**src/rtl/key_led_pkg.sv**
```systemverilog
// Shared mode type and constants for the key/LED controller.
// Defining LED_BREATH_EN inserts BREATH between BLINK and OFF.
package key_led_pkg;

   localparam int unsigned MODE_W = 2;
   localparam int unsigned PWM_W  = 8;

   typedef enum logic [MODE_W-1:0] {
      MODE_OFF    = 2'd0,
      MODE_ON     = 2'd1,
      MODE_BLINK  = 2'd2,
      MODE_BREATH = 2'd3
   } mode_e;

   // Mode sequence advanced by each accepted press.
   function automatic mode_e mode_next(input mode_e cur);
      mode_e nxt;
      nxt = MODE_OFF;
      case (cur)
         MODE_OFF:   nxt = MODE_ON;
         MODE_ON:    nxt = MODE_BLINK;
`ifdef LED_BREATH_EN
         MODE_BLINK: nxt = MODE_BREATH;
`endif
         default:    nxt = MODE_OFF;
      endcase
      return nxt;
   endfunction

endpackage

```
**src/rtl/key_debounce.sv**
```systemverilog
// One key channel: two-flop synchroniser, stability counter and press pulse.
// A key already held when reset releases is ignored until it has been seen released.
module key_debounce #(
   parameter logic [19:0] DEB_MAX = 20'd999_999
) (
   input  logic sys_clk,
   input  logic sys_rst,
   input  logic key,
   output logic key_flag
);

   localparam int unsigned CNT_W = 20;
   localparam logic [CNT_W-1:0] CNT_TOP = DEB_MAX - 20'd1;

   logic             sync0;
   logic             sync1;
   logic             key_prev;
   logic             deb;
   logic             deb_d1;
   logic             armed;
   logic [CNT_W-1:0] cnt;
   logic [CNT_W-1:0] cnt_nxt;
   logic             stable;
   logic             accept;

   always_comb begin
      stable  = (sync1 == key_prev);
      cnt_nxt = '0;
      if (stable) begin
         cnt_nxt = (cnt == CNT_TOP) ? cnt : cnt + CNT_W'(1);
      end
      accept  = stable && (cnt_nxt == CNT_TOP);
   end

   always_ff @(posedge sys_clk or negedge sys_rst) begin
      if (!sys_rst) begin
         sync0    <= 1'b1;
         sync1    <= 1'b1;
         key_prev <= 1'b1;
         cnt      <= '0;
         deb      <= 1'b1;
         deb_d1   <= 1'b1;
         armed    <= 1'b0;
         key_flag <= 1'b0;
      end else begin
         sync0    <= key;
         sync1    <= sync0;
         key_prev <= sync1;
         cnt      <= cnt_nxt;
         deb_d1   <= deb;
         if (accept) begin
            deb <= sync1;
            if (sync1) begin
               armed <= 1'b1;
            end
         end
         key_flag <= armed & deb_d1 & ~deb;
      end
   end

endmodule

```
**src/rtl/key_led_ctrl.sv**
```systemverilog
// Multi-channel key-driven LED controller: OFF/ON/BLINK per channel with a shared blink tick.
// Defining LED_BREATH_EN adds a BREATH mode driven by a shared PWM counter and ramping duty.
module key_led_ctrl #(
   parameter int unsigned NUM_CH  = 2,
   parameter logic [24:0] CNT_MAX = 25'd24_999_999,
   parameter logic [19:0] DEB_MAX = 20'd999_999
) (
   input  logic              sys_clk,
   input  logic              sys_rst,
   input  logic [NUM_CH-1:0] key,
   output logic [NUM_CH-1:0] led,
   output logic [NUM_CH-1:0] key_flag
);

   import key_led_pkg::*;

   localparam int unsigned TICK_W = 25;
   localparam logic [TICK_W-1:0] TICK_TOP = CNT_MAX - 25'd1;

   logic [TICK_W-1:0] tick_cnt;
   logic              tick_c;
   logic              blink_phase;
   logic [NUM_CH-1:0] led_nxt;

   assign tick_c = (tick_cnt == TICK_TOP);

   // Free-running tick and blink phase shared by every channel.
   always_ff @(posedge sys_clk or negedge sys_rst) begin
      if (!sys_rst) begin
         tick_cnt    <= '0;
         blink_phase <= 1'b0;
      end else begin
         tick_cnt <= tick_c ? '0 : tick_cnt + TICK_W'(1);
         if (tick_c) begin
            blink_phase <= ~blink_phase;
         end
      end
   end

`ifdef LED_BREATH_EN
   logic [PWM_W-1:0] pwm_cnt;
   logic [PWM_W-1:0] duty;
   logic             duty_down;

   // Triangle duty ramp, one step per tick, compared against a free-running PWM count.
   always_ff @(posedge sys_clk or negedge sys_rst) begin
      if (!sys_rst) begin
         pwm_cnt   <= '0;
         duty      <= '0;
         duty_down <= 1'b0;
      end else begin
         pwm_cnt <= pwm_cnt + PWM_W'(1);
         if (tick_c) begin
            if (duty_down) begin
               duty <= duty - PWM_W'(1);
               if (duty == PWM_W'(1)) begin
                  duty_down <= 1'b0;
               end
            end else begin
               duty <= duty + PWM_W'(1);
               if (duty == PWM_W'(254)) begin
                  duty_down <= 1'b1;
               end
            end
         end
      end
   end
`endif

   for (genvar i = 0; i < int'(NUM_CH); i++) begin : g_ch
      mode_e mode;
      logic  led_bit_c;

      key_debounce #(
         .DEB_MAX (DEB_MAX)
      ) u_deb (
         .sys_clk  (sys_clk),
         .sys_rst  (sys_rst),
         .key      (key[i]),
         .key_flag (key_flag[i])
      );

      always_ff @(posedge sys_clk or negedge sys_rst) begin
         if (!sys_rst) begin
            mode <= MODE_OFF;
         end else if (key_flag[i]) begin
            mode <= mode_next(mode);
         end
      end

      always_comb begin
         led_bit_c = 1'b0;
         case (mode)
            MODE_ON:     led_bit_c = 1'b1;
            MODE_BLINK:  led_bit_c = blink_phase;
`ifdef LED_BREATH_EN
            MODE_BREATH: led_bit_c = (pwm_cnt < duty);
`endif
            default:     led_bit_c = 1'b0;
         endcase
      end

      assign led_nxt[i] = led_bit_c;
   end

   always_ff @(posedge sys_clk or negedge sys_rst) begin
      if (!sys_rst) begin
         led <= '0;
      end else begin
         led <= led_nxt;
      end
   end

endmodule

```
**config.mk**
```make
export PLATFORM = sky130hd
export DESIGN_NAME = key_led_ctrl
export DESIGN_NICKNAME = d
export VERILOG_FILES = /design/src/rtl/key_led_pkg.sv /design/src/rtl/key_debounce.sv /design/src/rtl/key_led_ctrl.sv
export SDC_FILE = /design/constraint.sdc
export NUM_CORES = 1
export LEC_CHECK = 0
export ABC_CLOCK_PERIOD_IN_PS = 7100
export BUFFER_PORTS_ARGS = -buffer_cell sky130_fd_sc_hd__buf_2
export CAP_MARGIN = 20
export CELL_PAD_IN_SITES_DETAIL_PLACEMENT = 0
export CELL_PAD_IN_SITES_GLOBAL_PLACEMENT = 1
export CORE_MARGIN = 1.5
export CORE_UTILIZATION = 40
export CTS_BUF_LIST = sky130_fd_sc_hd__clkbuf_16
export CTS_CLUSTER_SIZE = 30
export DETAILED_ROUTE_END_ITERATION = 10
export GPL_ROUTABILITY_DRIVEN = 1
export HOLD_SLACK_MARGIN = 0.1
export PLACE_DENSITY = 0.76
export SLEW_MARGIN = 25
export SYNTH_ARGS = -nofsm -noshare
export SYNTH_HDL_FRONTEND = slang
export SYNTH_SLANG_ARGS = --single-unit
```
**constraint.sdc**
```tcl
create_clock -name sys_clk -period 7.1 [get_ports sys_clk]
set_input_delay 0 -clock sys_clk [delete_from_list [all_inputs] [get_ports sys_clk]]
set_output_delay 0 -clock sys_clk [all_outputs]
set_load 0.02 [all_outputs]
```
==> results.md <==
- Status: finished, final reports clean
- Commonest cells after routing, fill and taps aside: 76 x dfrtp_1, 58 x nor2_1, 34 x xnor2_1
- Multi-input gate area: 2140 µm²
- Worst R2R Setup Slack: 4170 ps
- Port buffer count: 7
- Synth-to-layout area growth: 9.88%
- Yosys Warn Count: 0
- Main combinational cell family by area after synthesis: simple AND/OR/NAND/NOR gates
- Synth Area per Inst: 9.84 µm²
- Post-Synth Simple-Gate Area: 0.253
- Worst hold path type: input pin to async pin
- Vias: 3299
- Clk slew on worst S/H paths: 60 ps
- Final setup vio count: 0
- Compound-Gate Fraction of Synth Area: 0.0798
- I/O pins: 8
- Clk_lat worst skew: 340 ps
- Number of diodes: 0
- Core Box Area: 10900 µm²
- Fraction of registers with async set/reset: 1.00
- Dpl cells: 587
- Sequential share of power: 0.518
- Static Leak: 0.00196 µW
- Cell Pwr Density: 201 nW/µm²
- # fillers: 1038
- Slew HR: 0.466
- Total gr overflow: 0
- Final Skew: 9.77 ps
- Die Height: 109 µm
- Final WL: 9.04 mm
- RD Place Congestion: 0.833
- Comb pwr share: 0.053
- Xor and xnor area share after synthesis: 0.102
- EDFF count, synth: 0
- First-pass DRT Iterations: 5
- Avg WL per Cell: 14.9 µm
- Req. time, crit path: 7370 ps
- Syn Nets: 470
- Multiplexer share of the synthesized area: 0.0104
- FF+latch count, synth: 86
- Seq/Total Area, Yosys: 0.484
- Starting Density: 0.410
- Reg2reg end: g_ch[0].u_deb.deb$_DFFE_PN1P_
- CP max stage delay: 440 ps
- Commonest non-fill, non-tap cell in the layout: dfrtp_1
- Crit path capture type: register
- Post-DR vias/cell: 5.44
- Top_reg_cell synth: dfrtp_1
- Slew @ Worst Pin: 794 ps
- Fin crit share: 0.412
- Peak VDD IR: 0.130 mV
- Total Die Area: 11800 µm²
- FF+latch area: 2160 µm²
- Switch Pwr: 238 µW
- RSZ-0062 raised after global routing: false
- DRT antenna net count: 0
- Min Clock Period, post-route: 2930 ps
- Critical path's slowest cell: dfrtp_1
- Setup TNS: 0 ps
- Largest net degree at the start of global routing: 87
- Detail Placement HPWL: 6.13 mm
- Count of cell types in the netlist: 59
- Synth Area in Adders: 0.0336
- Sw frac: 0.241
- Nets@finish: 477
- H-tree depth: 3
- Post-route insts no fill: 606
- Pwr Total: 986 µW
- Cell Area, Synth: 4470 µm²
- Number of global-route vias before repair: 3296
- Max-cap viol count: 0
- CP Cell Sequence: inv_1 -> ha_1 -> nor4b_1 -> nand4b_1 -> or2_1 -> a211o_1 -> nor4_1 -> nand4_1 -> mux2_4
- Slew Viols, Final: 0
- Setup Fix Bufs, Post-CTS: 0
- Die width: 109 µm
- Worst flop-to-flop path startpoint: g_ch[0].u_deb.cnt[0]$_DFF_PN0_
- Drt drc: 0
- CTS Sinks: 86
- Endpoints failing hold: 0
- Overall routing resource usage: 0.173
- TritonCTS clock tree: built
- DRT iter0 DRCs: 172
- Share of cells above drive strength 1: 0.103
- Internal Power: 748 µW
- Startpoint Class: register
- Num CTS Buffers: 9
- Clock power frac: 0.429
- First-pass GRT wire length: 15.7 mm
- # rows: 38
- Cell count after synthesis: 454
- Clk root buf: clkbuf_16
- Critical Path AT: 3200 ps
- Worst-path fanout max: 7
- FMAX: 342 MHz
- Reg2Reg Depth: 9
- Initial antenna violation count: 0
- Setup CP Type: register to register
- Clock buffer depth: 2
-- metrics by stage --
stage | util | instance area (µm²) | hold slack (ps) | setup slack, ps
after global placement | 0.424 | 4620 | 105 | 4270
after CTS | 0.451 | 4910 | 288 | 4170
after floorplan | - | 4470 | -296 | 4480
after detailed placement | 0.424 | 4620 | 109 | 4180
after global routing | 0.451 | 4910 | 300 | 3910
final | 0.451 | 4910 | 284 | 4170
-- worst max-delay path, delay by kind of cell (launching register included) --
kind,cells,cell delay (ps)
AND/OR/NAND/NOR,5,1500
AO/OA/AOI/OAI,1,330
flip-flops,1,440
adder cells (fa/ha/maj),1,160
multiplexers,1,330
buffers and inverters,1,100
-- worst max-delay path by stage --
stage	from	slack (ps)	cells after the start	endpoint
finish	g_ch[0].u_deb.cnt[0]$_DFF_PN0_	4170	9	g_ch[0].u_deb.deb$_DFFE_PN1P_
global route	g_ch[0].u_deb.cnt[0]$_DFF_PN0_	3910	9	g_ch[0].u_deb.deb$_DFFE_PN1P_
CTS	g_ch[0].u_deb.cnt[0]$_DFF_PN0_	4170	9	g_ch[0].u_deb.deb$_DFFE_PN1P_
detailed placement	g_ch[0].u_deb.cnt[0]$_DFF_PN0_	4180	9	g_ch[0].u_deb.deb$_DFFE_PN1P_
global placement	g_ch[0].u_deb.cnt[0]$_DFF_PN0_	4270	9	g_ch[0].u_deb.deb$_DFFE_PN1P_
floorplan	g_ch[0].u_deb.cnt[0]$_DFF_PN0_	4480	8	g_ch[0].u_deb.deb$_DFFE_PN1P_
-- state kept, by name, indices dropped and copies added (netlist names) --
| signal | cells |
|---|---|
| g_ch.u_deb.key_flag | 2 |
| g_ch.u_deb.deb | 2 |
| g_ch.mode | 4 |
| g_ch.u_deb.deb_d1 | 2 |
| led | 2 |
| tick_cnt | 25 |
| blink_phase | 1 |
| g_ch.u_deb.cnt | 40 |
| g_ch.u_deb.armed | 2 |
| g_ch.u_deb.sync0 | 2 |
| g_ch.u_deb.key_prev | 2 |
| g_ch.u_deb.sync1 | 2 |
-- repair_timing --
action,CTS,global route
hold buffers,3,0
endpoints found under the hold margin,78,0
gates resized for setup,0,0
-- final cells by class --
class                   instances  area share
well taps                     140      0.0357
flip-flops and latches         86       0.441
repair buffers                 13      0.0191
clock buffers                   9      0.0459
multi-input cells             331       0.436
clock inverters                 7     0.00739
inverters                      20      0.0153
-- power by group through the flow --
stage	Combinational, µW	Clock [µW]	Sequential [µW]
2_1_floorplan	33.4	0	514
3_3_place_gp	51.0	0	519
3_5_place_dp	51.9	0	519
4_1_cts	53.5	438	510
5_1_grt	59.7	459	513
6_report	52.4	423	511
-- cells in the mapped netlist, drive strengths merged (2+ instances only) --
library cell | instances | area share
xnor2 | 34 | 0.067
clkbuf | 8 | 0.0067
and3 | 6 | 0.0084
inv | 20 | 0.017
and2 | 2 | 0.0028
dfstp | 10 | 0.059
dfrtp | 76 | 0.43
a31oi | 8 | 0.011
nand4b | 2 | 0.0039
nor4b | 4 | 0.0092
xor2 | 18 | 0.035
or4 | 8 | 0.017
buf | 9 | 0.013
nor2b | 2 | 0.0028
o31ai | 4 | 0.0067
mux2i | 2 | 0.0045
nand2b | 3 | 0.0042
nor3 | 16 | 0.018
o21ai | 16 | 0.018
a21oi | 14 | 0.017
nand3 | 21 | 0.024
o211ai | 2 | 0.0034
nor4 | 16 | 0.028
nor2 | 59 | 0.051
mux2 | 2 | 0.0059
nand3b | 2 | 0.0034
nand2 | 28 | 0.024
ha | 12 | 0.034
or3 | 6 | 0.0084
and4 | 2 | 0.0039
a211o | 2 | 0.0039
nand4 | 23 | 0.034
or4b | 2 | 0.0045
or2 | 2 | 0.0028
-- metal layers --
metal | wire, µm | up-vias | GRT usage | part of all wire
met3 | 408 | 19 | 0.0424 | 0.045
met4 | 215 | 0 | 0.0827 | 0.024
li1 | - | 1633 | - | -
met5 | 0 | - | 0 | 0
met1 | 4340 | 1572 | 0.232 | 0.48
met2 | 4080 | 75 | 0.261 | 0.45
-- cells by family (layout without fill, tap and decap cells) --
kind of cell	after synthesis	in the layout
multiplexers	4	4
XOR/XNOR	52	52
AO/OA/AOI/OAI	57	57
adder cells (fa/ha/maj)	12	12
buffers and inverters	37	49
AND/OR/NAND/NOR	206	206
flip-flops	86	86
(Power assumes the default switching activity.)
